`config.mk`:
```
export PLATFORM = sky130hd
export DESIGN_NAME = vid_timing_gen
export DESIGN_NICKNAME = d
export VERILOG_FILES = /design/src/rtl/vid_timing_gen.sv
export SDC_FILE = /design/constraint.sdc
export NUM_CORES = 1
export LEC_CHECK = 0
export ABC_CLOCK_PERIOD_IN_PS = 4200
export CORE_UTILIZATION = 50
export CTS_CLUSTER_SIZE = 12
export DETAILED_ROUTE_END_ITERATION = 10
export GPL_TIMING_DRIVEN = 0
export PLACE_DENSITY = 0.77
export SLEW_MARGIN = 20
export SYNTH_ARGS = -nofsm -noshare
export SYNTH_HDL_FRONTEND = slang
export SYNTH_SLANG_ARGS = --single-unit
```
`constraint.sdc`:
```
create_clock -name i_clk -period 4.2 [get_ports i_clk]
set_clock_uncertainty 0.2 [all_clocks]
set_input_delay 0.84 -clock i_clk [delete_from_list [all_inputs] [get_ports i_clk]]
set_output_delay 0.84 -clock i_clk [all_outputs]
set_load 0.005 [all_outputs]
```
`src/rtl/vid_timing_gen.sv`:
```
// rtl/vid_timing_gen.sv - display timing generator and pixel output stage (optional VID_UNDERRUN_FILL_EN)
module vid_timing_gen #(
    parameter int CW = 13,
    parameter int DW = 8,
    parameter int PW = 6
) (
    input  logic            i_clk,
    input  logic            i_reset_n,
    input  logic            i_en,
    input  logic [PW-1:0]   i_pcnt,
    input  logic [CW-1:0]   i_hsize,
    input  logic [CW-1:0]   i_hend,
    input  logic [CW-1:0]   i_hsync_start,
    input  logic [CW-1:0]   i_hsync_end,
    input  logic [CW-1:0]   i_vsize,
    input  logic [CW-1:0]   i_vend,
    input  logic [CW-1:0]   i_vsync_start,
    input  logic [CW-1:0]   i_vsync_end,
    input  logic [3*DW-1:0] i_fifo_rdata,
    input  logic            i_fifo_empty,
    output logic            o_fifo_rd,
    output logic            o_hsync,
    output logic            o_hblank,
    output logic            o_vsync,
    output logic            o_vblank,
    output logic [DW-1:0]   o_r,
    output logic [DW-1:0]   o_g,
    output logic [DW-1:0]   o_b,
    output logic            o_frame_start,
    output logic            o_line_start,
    output logic            o_underrun
);

    logic [PW-1:0]   r_pcnt_s;
    logic [CW-1:0]   r_hsize_s, r_hend_s, r_hss_s, r_hse_s;
    logic [CW-1:0]   r_vsize_s, r_vend_s, r_vss_s, r_vse_s;
    logic [PW-1:0]   r_pc;
    logic [CW-1:0]   r_hcnt, r_vcnt;
    logic            r_hsync, r_vsync, r_hblank, r_vblank;
    logic            r_frame_start, r_line_start;
    logic [3*DW-1:0] r_rgb;

    logic w_tick, w_h_wrap, w_v_wrap, w_h_in, w_v_in, w_active, w_h_sync, w_v_sync;

    assign w_tick   = i_en & (r_pc == r_pcnt_s);
    // Compare one bit wider so hcnt+1 cannot overflow past an hend near full scale.
    assign w_h_wrap = ({1'b0, r_hcnt} + (CW+1)'(1)) >= {1'b0, r_hend_s};
    assign w_v_wrap = ({1'b0, r_vcnt} + (CW+1)'(1)) >= {1'b0, r_vend_s};
    assign w_h_in   = r_hcnt < r_hsize_s;
    assign w_v_in   = r_vcnt < r_vsize_s;
    assign w_active = w_h_in & w_v_in;
    assign w_h_sync = (r_hcnt >= r_hss_s) & (r_hcnt < r_hse_s);
    assign w_v_sync = (r_vcnt >= r_vss_s) & (r_vcnt < r_vse_s);

    assign o_fifo_rd = w_tick & w_active & ~i_fifo_empty;

    // Timing fields only change at the frame boundary while running.
    always_ff @(posedge i_clk or negedge i_reset_n) begin
        if (!i_reset_n) begin
            r_pcnt_s  <= '0;
            r_hsize_s <= '0;
            r_hend_s  <= '0;
            r_hss_s   <= '0;
            r_hse_s   <= '0;
            r_vsize_s <= '0;
            r_vend_s  <= '0;
            r_vss_s   <= '0;
            r_vse_s   <= '0;
        end else if (!i_en || (w_tick && w_h_wrap && w_v_wrap)) begin
            r_pcnt_s  <= i_pcnt;
            r_hsize_s <= i_hsize;
            r_hend_s  <= i_hend;
            r_hss_s   <= i_hsync_start;
            r_hse_s   <= i_hsync_end;
            r_vsize_s <= i_vsize;
            r_vend_s  <= i_vend;
            r_vss_s   <= i_vsync_start;
            r_vse_s   <= i_vsync_end;
        end
    end

    always_ff @(posedge i_clk or negedge i_reset_n) begin
        if (!i_reset_n) begin
            r_pc   <= '0;
            r_hcnt <= '0;
            r_vcnt <= '0;
        end else if (!i_en) begin
            r_pc   <= '0;
            r_hcnt <= '0;
            r_vcnt <= '0;
        end else if (w_tick) begin
            r_pc   <= '0;
            r_hcnt <= w_h_wrap ? '0 : r_hcnt + CW'(1);
            if (w_h_wrap) begin
                r_vcnt <= w_v_wrap ? '0 : r_vcnt + CW'(1);
            end
        end else begin
            r_pc <= r_pc + PW'(1);
        end
    end

    always_ff @(posedge i_clk or negedge i_reset_n) begin
        if (!i_reset_n) begin
            r_hsync       <= 1'b0;
            r_vsync       <= 1'b0;
            r_hblank      <= 1'b1;
            r_vblank      <= 1'b1;
            r_rgb         <= '0;
            r_frame_start <= 1'b0;
            r_line_start  <= 1'b0;
        end else if (!i_en) begin
            r_hsync       <= 1'b0;
            r_vsync       <= 1'b0;
            r_hblank      <= 1'b1;
            r_vblank      <= 1'b1;
            r_rgb         <= '0;
            r_frame_start <= 1'b0;
            r_line_start  <= 1'b0;
        end else begin
            r_line_start  <= w_tick & (r_hcnt == '0);
            r_frame_start <= w_tick & (r_hcnt == '0) & (r_vcnt == '0);
            if (w_tick) begin
                r_hblank <= ~w_h_in;
                r_vblank <= ~w_v_in;
                r_hsync  <= w_h_sync;
                r_vsync  <= w_v_sync;
`ifdef VID_UNDERRUN_FILL_EN
                if (!w_active)
                    r_rgb <= '0;
                else if (i_fifo_empty)
                    r_rgb <= {{(2*DW){1'b0}}, {DW{1'b1}}};
                else
                    r_rgb <= i_fifo_rdata;
`else
                r_rgb <= w_active ? i_fifo_rdata : '0;
`endif
            end
        end
    end

`ifdef VID_UNDERRUN_FILL_EN
    logic r_underrun;

    always_ff @(posedge i_clk or negedge i_reset_n) begin
        if (!i_reset_n)
            r_underrun <= 1'b0;
        else if (!i_en)
            r_underrun <= 1'b0;
        else if (w_tick && w_active && i_fifo_empty)
            r_underrun <= 1'b1;
    end

    assign o_underrun = r_underrun;
`else
    assign o_underrun = 1'b0;
`endif

    assign o_hsync       = r_hsync;
    assign o_vsync       = r_vsync;
    assign o_hblank      = r_hblank;
    assign o_vblank      = r_vblank;
    assign o_r           = r_rgb[3*DW-1:2*DW];
    assign o_g           = r_rgb[2*DW-1:DW];
    assign o_b           = r_rgb[DW-1:0];
    assign o_frame_start = r_frame_start;
    assign o_line_start  = r_line_start;

endmodule

```
==> results of run 1 <==
-- cell usage in the layout (no fill, tap or decap), drive strengths merged, types with 4 or more instances in the layout --
| cell type | netlist | final |
|---|---|---|
| nor2b | 6 | 6 |
| xor2 | 15 | 15 |
| o21ai | 32 | 32 |
| buf | 21 | 28 |
| ha | 105 | 105 |
| a211oi | 12 | 12 |
| nand2b | 12 | 12 |
| xnor2 | 16 | 16 |
| clkinv | 0 | 6 |
| a211o | 4 | 4 |
| dfrtp | 170 | 170 |
| a22o | 9 | 9 |
| nor4 | 8 | 8 |
| a2111oi | 6 | 6 |
| nor2 | 25 | 25 |
| a31oi | 4 | 4 |
| nand2 | 77 | 77 |
| mux2 | 111 | 111 |
| a21o | 15 | 15 |
| o31ai | 25 | 25 |
| and3 | 7 | 7 |
| a21oi | 29 | 29 |
| nor3 | 4 | 4 |
| clkbuf | 14 | 33 |
| o211ai | 10 | 10 |
| nand4 | 15 | 15 |
| inv | 111 | 116 |
| clkdlybuf4s50 | 0 | 166 |
| nand3 | 19 | 19 |
-- path summary, 6_finish.rpt --
path                                       start                 endpoint  slack, ns  cells past startpoint
setup / recovery           r_hcnt[2]$_DFFE_PN0P_  r_pcnt_s[2]$_DFFE_PN0P_       0.19                     14
hold / removal                         i_reset_n   r_vss_s[5]$_DFFE_PN0P_       0.17                      1
setup reg to reg           r_hcnt[2]$_DFFE_PN0P_  r_pcnt_s[2]$_DFFE_PN0P_       0.19                     14
hold reg to reg             r_rgb[3]$_DFFE_PN0P_     r_rgb[3]$_DFFE_PN0P_       0.28                      2
max in group asynchronous              i_reset_n     o_hblank$_DFFE_PN1P_       2.75                      2
min in group i_clk          r_rgb[3]$_DFFE_PN0P_     r_rgb[3]$_DFFE_PN0P_       0.28                      2
-- cells by family after synthesis --
logic type / count (synthesis) / synth area share
flops: 172 / 0.416
compound gates: 161 / 0.109
simple gates: 189 / 0.0930
mux: 111 / 0.157
fa+ha+maj: 105 / 0.127
xor+xnor: 31 / 0.0262
buf+inv: 146 / 0.0721
other cells: 1 / 0.000362
-- area by class of cell --
| class | count | area (µm²) | area share |
|---|---|---|---|
| buffer | 35 | 334 | 0.0255 |
| timing repair buffer | 174 | 1750 | 0.134 |
| sequential | 172 | 4310 | 0.329 |
| clock buffer | 19 | 443 | 0.0338 |
| clock inverter | 13 | 158 | 0.0120 |
| tap | 270 | 338 | 0.0258 |
| inverter | 111 | 417 | 0.0318 |
| multi-input combinational | 598 | 5350 | 0.408 |
-- sequential cells by signal, summed over array words and instances, names as in the netlist, 13 cells and up --
| signal | flops |
|---|---|
| r_rgb | 24 |
| r_hcnt | 13 |
| r_hend_s | 13 |
| r_hse_s | 13 |
| r_hsize_s | 13 |
| r_hss_s | 13 |
| r_vcnt | 13 |
| r_vend_s | 13 |
| r_vse_s | 13 |
| r_vsize_s | 13 |
| r_vss_s | 13 |
-- power by group through the flow --
stage	logic, W	registers, W	clock network (W)
after CTS	0.00151	0.00224	0.00165
after detailed placement	0.00148	0.00226	0
after global routing	0.00168	0.00228	0.00172
final	0.00150	0.00224	0.00163
after global placement	0.00142	0.00226	0
after floorplan	0.00108	0.00218	0
-- repair_timing --
action	CTS	global route
setup endpoints to repair	111	117
resized for setup	11	3
gates cloned	0	0
pin swaps	0	1
buffers inserted	1	4
-- per-layer routing --
layer	share of wire	vias up
li1	-	3601
met1	0.45	3606
met2	0.48	210
met3	0.042	44
met4	0.023	0
met5	0	-
-- metrics by stage --
| stage | utilization | setup WS (ns) | hold WS, ns |
|---|---|---|---|
| after floorplan | - | 0.510 | 0.273 |
| after global placement | 0.610 | -5.07 | 0.260 |
| after detailed placement | 0.612 | -0.821 | 0.265 |
| after CTS | 0.644 | 0.00696 | 0.210 |
| after global routing | 0.646 | 0.00482 | 0.237 |
| final | 0.646 | 0.187 | 0.171 |
==> metrics.txt, run 1 <==
average wire per standard cell=17.3 µm; global-route wire length before repair=39.9 mm; detailed placer's ending HPWL=between 15 and 20 mm; ordered list of cells on the worst path=buf_2 -> nand2_1 -> or3_1 -> inv_1 -> and3_1 -> xor2_1 -> ha_1 -> and3_1 -> a2111oi_1 -> a21boi_4 -> nor3_4 -> buf_12 -> buf_12 -> mux2_4; Antenna Nets Post-Route=0; area growth from synthesis to final layout=26.5%; gate family responsible for the most delay along the worst path=simple AND/OR/NAND/NOR gates; Yosys top cell area share=0.411; internal power summed over all cells=between 0.003 and 0.004 W; status=finished, final reports clean; synthesized instance count=a little over 900; clock tree sinks=172; library cell with the largest summed area after synthesis=sky130_fd_sc_hd__dfrtp_1; share of power burned in combinational logic=0.280; overall power after layout=between 0.005 and 0.006 W; CP required=4.32 ns; total CTS buffers=17; layer with the highest usage after global routing=met2; global-route met3 utilization=0.0464; number of flops mapped to enable cells by yosys=0; number of global-route vias before repair=7707; Hold Fails Final Rpt=0; highest cell delay on the worst timing path=roughly 0.46 ns; number of instances in the placed design=1355; largest net degree at the start of global routing=between 90 and 100; number of synthesized register bits=between 150 and 200; RSZ-0062 raised after global routing=no; Fillers=1600; type of element launching the critical path=register; final net count=1352; crit share post-route=0.955; final weighted congestion in routability-driven placement=just over 0.8; buffer depth of the longest clock path=2; clock root buffer master=sky130_fd_sc_hd__clkbuf_16; sum of overflow across all layers after global routing=0; setup violators final=0; async set-reset flop share out of synthesis=1.00; clock transition time at the flip-flop clock pins of the worst setup and hold paths=~0.070 ns; crit path kind=reg2reg; proportion of synthesized chip area in sequential cells=0.416; cell area after layout=around 0.013 mm²; IO Port Bufs=~170; Core Region=about 0.02 mm²; Area contributors post-synth=sky130_fd_sc_hd__dfrtp_1 41%, sky130_fd_sc_hd__mux2_4 14%, sky130_fd_sc_hd__ha_1 13%, sky130_fd_sc_hd__inv_1 4.0%, sky130_fd_sc_hd__nand2_1 2.8%; cell with the most instances after synthesis=sky130_fd_sc_hd__dfrtp_1; post-layout min period=about 4 ns; x dimension of the die=between 100 and 150 µm; Hold/Removal Path Class=in2async; insertion delay to the later sink of the worst-skew pair=0.44 ns; initial cell density of the core=0.510; Worst Tran Pin Value=approximately 0.74 ns; Post-Synthesis Net Count=between 1000 and 1500; max-slew violation count=0; Inserted Diodes=0; kind of end point of the critical path=register; post-synthesis average cell area=between 10 and 15 µm²; Max rail drop VDD=0.000237 V; CTS tree=built; cell types with the highest counts after synthesis=170 x sky130_fd_sc_hd__dfrtp_1, 111 x sky130_fd_sc_hd__inv_1, 105 x sky130_fd_sc_hd__ha_1; post-route non-filler standard cell count=1392; vertical die dimension=~150 µm; Cell variety after synth=59; maximum net fanout on the critical path=10; starting DRC count in detailed routing=between 300 and 400; fraction of final layout cells with drive strength greater than 1=0.172; clock network power share=0.304; relative contribution of sequential cells to total power=0.416; leakage=between 6 and 7 nW; switching component of the power=0.00159 W; number of antenna violations at the first check in global routing=0; most used flip-flop cell after synthesis=sky130_fd_sc_hd__dfrtp_1; number of rows in the core area=between 50 and 60; number of vias after detailed routing=between 7000 and 8000; Cell Pwr Density=~400 mW/mm²; total wirelength of the detailed-routed design=24.1 mm; Yosys Warn Count=0; crit path max-delay cell type=sky130_fd_sc_hd__dfrtp_1; FMAX=roughly 250 MHz; Hold Buf Count CTS=0; post-detailed-placement cell area=0.0124 mm²; max-cap violation count=0; switching part of the total power=0.295; number of top-level pins=170; post-detailed-route DRC marker count=0; overall fraction of global-route tracks in use=0.238; average vias per placed instance=5.36; number of levels the H-tree was split into=4; full die area=0.0213 mm²; Max-slew headroom=0.501; Crit path arrival time=around 4.1 ns; Global Route met2 Usage=0.396; GR Util met1=0.308; length of the first detailed-routing pass in iterations=5; Syn Std Cell Area=slightly above 0.01 mm²; total buffers and inverters traversed by the critical path=4; setup_tns=0 ns
Power figures use the tool's default switching activity.
==> run 2: changes to the inputs <==
--- a/config.mk
+++ b/config.mk
@@ -11,6 +11,7 @@
 export DETAILED_ROUTE_END_ITERATION = 10
 export GPL_TIMING_DRIVEN = 0
 export PLACE_DENSITY = 0.77
+export SKIP_CTS_REPAIR_TIMING = 1
 export SLEW_MARGIN = 20
 export SYNTH_ARGS = -nofsm -noshare
 export SYNTH_HDL_FRONTEND = slang
==> run 2 against run 1 <==
Cell count increased by 0.29%; sequential power about the same; utilization increased by 0.14 points; power about the same; first-iteration DRC count increased by 15%; worst setup slack improved by 0.013 ns; cell area increased by 0.21%; largest cell class unchanged; largest power group unchanged; highest routed layer unchanged.
==> metrics.txt, run 2 (synthesis gave the netlist of run 1 again) <==
status=finished, final reports clean; tightest hold margin=about 0.17 ns; RSZ-0062 raised after global routing=no; x dimension of the die=approximately 150 µm; final weighted congestion in routability-driven placement=0.831; leakage=6.36 nW; commonest cells after routing, fill and taps aside=166 x sky130_fd_sc_hd__clkdlybuf4s50_1, 166 x sky130_fd_sc_hd__dfrtp_1, 111 x sky130_fd_sc_hd__inv_1; largest net degree at the start of global routing=slightly above 90; number of global-route vias before repair=a little under 8000; average vias per placed instance=approximately 5.3; crit share post-route=0.952; length of the first detailed-routing pass in iterations=4; Cell Pwr Density=409 mW/mm²; overall fraction of global-route tracks in use=0.237; post-route non-filler standard cell count=1396; insertion delay to the later sink of the worst-skew pair=around 0.44 ns; average wire per standard cell=around 17 µm; vertical die dimension=around 150 µm; clock transition time at the flip-flop clock pins of the worst setup and hold paths=0.07 ns; number of top-level pins=between 150 and 200; sum of overflow across all layers after global routing=0; total wirelength of the detailed-routed design=24.0 mm; clock tree sinks=172; setup_tns=0 ns; max-cap violation count=0; number of rows in the core area=52; starting DRC count in detailed routing=between 400 and 500; CTS tree=built; post-detailed-route DRC marker count=0; number of antenna violations at the first check in global routing=0; crit path kind=reg2reg; IO Port Bufs=roughly 170; max-slew violation count=0; Inserted Diodes=0; full die area=0.0213 mm²; setup violators final=0; Max rail drop VDD=0.000253 V; global-route wire length before repair=39.7 mm; buffer depth of the longest clock path=2; number of levels the H-tree was split into=4; Crit path arrival time=~4 ns; number of vias after detailed routing=around 7400; detailed placer's ending HPWL=between 15 and 20 mm; Hold Fails Final Rpt=0; fraction of final layout cells with drive strength greater than 1=0.175; Antenna Nets Post-Route=0; type of element launching the critical path=register; flip-flop count of the largest register, all copies and words added=24; pre-CTS WS=-0.821 ns; Core Region=roughly 0.020 mm²; number of instances in the placed design=1355; FMAX=250 MHz; post-layout min period=roughly 4.0 ns; kind of end point of the critical path=register; CP required=between 4 and 5 ns; initial cell density of the core=0.510; Worst Tran Pin Value=0.739 ns; Max-slew headroom=0.505; Hold/Removal Path Class=in2async; final net count=approximately 1400; area growth from synthesis to final layout=26.8%; total CTS buffers=17; maximum net fanout on the critical path=10; top register by number of flip-flops=r_rgb; worst-case setup margin in the final layout=~0.2 ns; clock root buffer master=sky130_fd_sc_hd__clkbuf_16
==> run 2: cell types whose count changed in the layout (fill, tap and decap cells not counted), sizes merged <==
cell	delta
buf	+4
==> run 2: worst max-delay path: stages, from the launching register on <==
cell and delay [ns]:
sky130_fd_sc_hd__dfrtp_1 0.46, sky130_fd_sc_hd__buf_2 0.23, sky130_fd_sc_hd__nand2_1 0.13, sky130_fd_sc_hd__or3_1 0.46, sky130_fd_sc_hd__inv_1 0.09, sky130_fd_sc_hd__and3_1 0.17
sky130_fd_sc_hd__xor2_1 0.19, sky130_fd_sc_hd__ha_1 0.29, sky130_fd_sc_hd__and3_1 0.20, sky130_fd_sc_hd__a2111oi_1 0.44, sky130_fd_sc_hd__a21boi_4 0.32, sky130_fd_sc_hd__nor3_4 0.07
sky130_fd_sc_hd__buf_12 0.18, sky130_fd_sc_hd__buf_12 0.17, sky130_fd_sc_hd__mux2_4 0.30
==> run 2: through the flow <==
step	instance area, µm²	util	total power, W
after floorplan	10400	-	0.00325
after global placement	12400	0.610	0.00368
after detailed placement	12400	0.612	0.00374
after CTS	13000	0.641	0.00539
after global routing	13100	0.647	0.00569
final	13100	0.647	0.00537
==> run 2: area by class of cell <==
class                      count  area (µm²)
sequential                   172        4310
clock buffer                  19         443
tap                          270         338
clock inverter                13         158
inverter                     111         417
multi-input combinational    598        5350
fill                        1600        7170
timing repair buffer         178        1780
buffer                        35         332
==> run 2: path summary, 6_finish.rpt <==
path | start | end | slack (ns) | depth (start not counted)
worst max-delay path | r_hcnt[2]$_DFFE_PN0P_ | r_vsize_s[12]$_DFFE_PN0P_ | 0.20 | 14
worst min-delay path | i_reset_n | r_vss_s[5]$_DFFE_PN0P_ | 0.17 | 1
worst max register to register | r_hcnt[2]$_DFFE_PN0P_ | r_vsize_s[12]$_DFFE_PN0P_ | 0.20 | 14
worst min register to register | r_rgb[3]$_DFFE_PN0P_ | r_rgb[3]$_DFFE_PN0P_ | 0.28 | 2
max in group asynchronous | i_reset_n | o_hblank$_DFFE_PN1P_ | 2.75 | 2
min in group i_clk | r_rgb[3]$_DFFE_PN0P_ | r_rgb[3]$_DFFE_PN0P_ | 0.28 | 2
==> run 2: report_power, final <==
group | leakage, nW | switching (W) | internal, W
logic | 3.91 | 0.000627 | 0.000876
clock network | 0.296 | 0.000718 | 0.000910
registers | 2.15 | 0.000239 | 0.00200
total | 6.36 | 0.00158 | 0.00378
==> run 2: per-layer routing <==
metal | track usage | share of wire | vias up
met5 | 0 | 0 | -
met2 | 0.394 | 0.49 | 180
li1 | - | - | 3614
met4 | 0.0826 | 0.019 | 0
met3 | 0.0448 | 0.039 | 36
met1 | 0.309 | 0.45 | 3609
==> RTL change: new RTL, config.mk and constraints of run 1 <==
Add a define of `VID_UNDERRUN_FILL_EN`.
--- a/src/rtl/vid_timing_gen.sv
+++ b/src/rtl/vid_timing_gen.sv
@@ -1,3 +1,5 @@
 // rtl/vid_timing_gen.sv - display timing generator and pixel output stage (optional VID_UNDERRUN_FILL_EN)
+`define VID_UNDERRUN_FILL_EN
+
 module vid_timing_gen #(
     parameter int CW = 13,
Function: changed (a bounded check fails within 4 cycles, from zero or initial values and one cycle with i_reset_n low).
==> RTL change against run 1 <==
- setup slack lost 0.12 ns
- via count shrank 2.5%
- count of clock-buffer cells in the layout grew 1
- critical path depth grew 1
- first-iteration DRC count grew 21%
- cell count shrank 2.5%
- largest power group unchanged
- wire length grew 0.56%
- sequential cell count grew 1
- synthesized area shrank 2.1%
- design area shrank 1.0%
- sequential share of layout area grew 0.61 points
- power shrank 1.1%
==> RTL change: results (changes against run 1) <==
metric	value	unit	change
status	complete, no violations		unchanged
synth cell count leaders	dfrtp_1 (171), inv_1 (108), ha_1 (105)		was dfrtp_1 (170), inv_1 (111), ha_1 (105)
GR Util met1	31.90	%	was 30.81%
multi-input logic area	0.005140	mm²	was 0.005351 mm²
DR iter-0 viols	466		was 386
Critical Path AT	4.25	ns	was 4.13 ns
Cell variety after synth	57		was 59
wl on met1	10.70	mm	was 10.83 mm
sequential area share after synthesis	42.70	%	was 41.57%
Yosys top cell area share	42.18	%	was 41.06%
top post-synthesis cells by area	dfrtp_1 (42%), mux2_4 (15%), ha_1 (13%)		was dfrtp_1 (41%), mux2_4 (14%), ha_1 (13%)
largest net degree at the start of global routing	98		was 91
vias in the first global route	7547		was 7707
met2 WL	11.50	mm	was 11.66 mm
M2 GR Usage	39.55	%	was 39.57%
vias per cell	5.360		about the same
post-synthesis compound-gate area fraction	9.583	%	was 10.90%
ratio of cells with drive above 1 in the final layout	19.23	%	was 17.20%
Worst Setup EP	r_hsize_s[1]		was r_pcnt_s[2]
worst r2r path cells	15		was 14
Post-Synth Adder-Cell Area	12.95	%	was 12.68%
first-pass GRT wire length	38.51	mm	was 39.88 mm
Worst Setup SP	r_hcnt[0]		was r_hcnt[2]
mux cell area share after synthesis	16.79	%	was 15.69%
via count	7273		was 7461
DRT Wirelength	24.22	mm	was 24.08 mm
fill count	1582		was 1600
met3 Use GR	5.331	%	was 4.639%
Placer Congestion	0.8435		was 0.8308
HPWL after DPL	17.24	mm	was 17.55 mm
DP Cell Count	1308		was 1355
Cell Area, Placed	0.01219	mm²	was 0.01241 mm²
pre-CTS setup slack	-0.1829	ns	was -0.8206 ns
==> RTL change: cell type report <==
cell class / instances / share of cell area, %
multi-input combinational: 563 / 39.63
clock inverter: 12 / 1.061
buffer: 28 / 2.277
timing repair buffer: 188 / 14.32
clock buffer: 20 / 3.521
inverter: 108 / 3.126
tap: 265 / 2.557
sequential: 173 / 33.51
==> RTL change: where the power goes <==
| part | leakage, nW | switching (W) | total (W) | internal, W |
|---|---|---|---|---|
| clock | 0.287 | 0.000705 | 0.00162 | 0.000913 |
| sequential | 2.15 | 0.000230 | 0.00225 | 0.00202 |
| combinational | 3.93 | 0.000587 | 0.00144 | 0.000856 |
==> RTL change: worst max-delay path, cell delays in order (launching register included) <==
cell     delay (ns)
dfrtp_2        0.45
ha_1           0.28
nand4_1        0.22
nor2_2         0.22
nand2_1        0.11
xnor2_1        0.16
ha_1           0.32
a21oi_2        0.13
nand2_1        0.06
a211o_1        0.28
a22o_1         0.29
or3_4          0.42
and3_4         0.21
buf_12         0.17
buf_12         0.17
mux2_4         0.30
==> RTL change: cells by family (layout without fill, tap and decap cells) <==
family / count (synthesis) / count (layout)
AND/OR/NAND/NOR: 166 / 166
buffers and inverters: 138 / 356
multiplexers: 118 / 118
adder cells (fa/ha/maj): 105 / 105
flip-flops: 173 / 173
AO/OA/AOI/OAI: 143 / 143
XOR/XNOR: 31 / 31
==> RTL change: timing repair <==
action | 4_1_cts | 5_1_grt
setup buffers | 2 | 17
pin swaps | 1 | 3
setup endpoints to repair | 111 | 122
gates resized for setup | 10 | 15
==> RTL change: through the flow <==
stage,hold WS [ns],TNS [ns]
after CTS,0.1950,0
final,0.1576,0
after floorplan,0.2733,0
after detailed placement,0.2694,-17.53
after global routing,0.2157,-3.551
after global placement,0.2595,-896.43
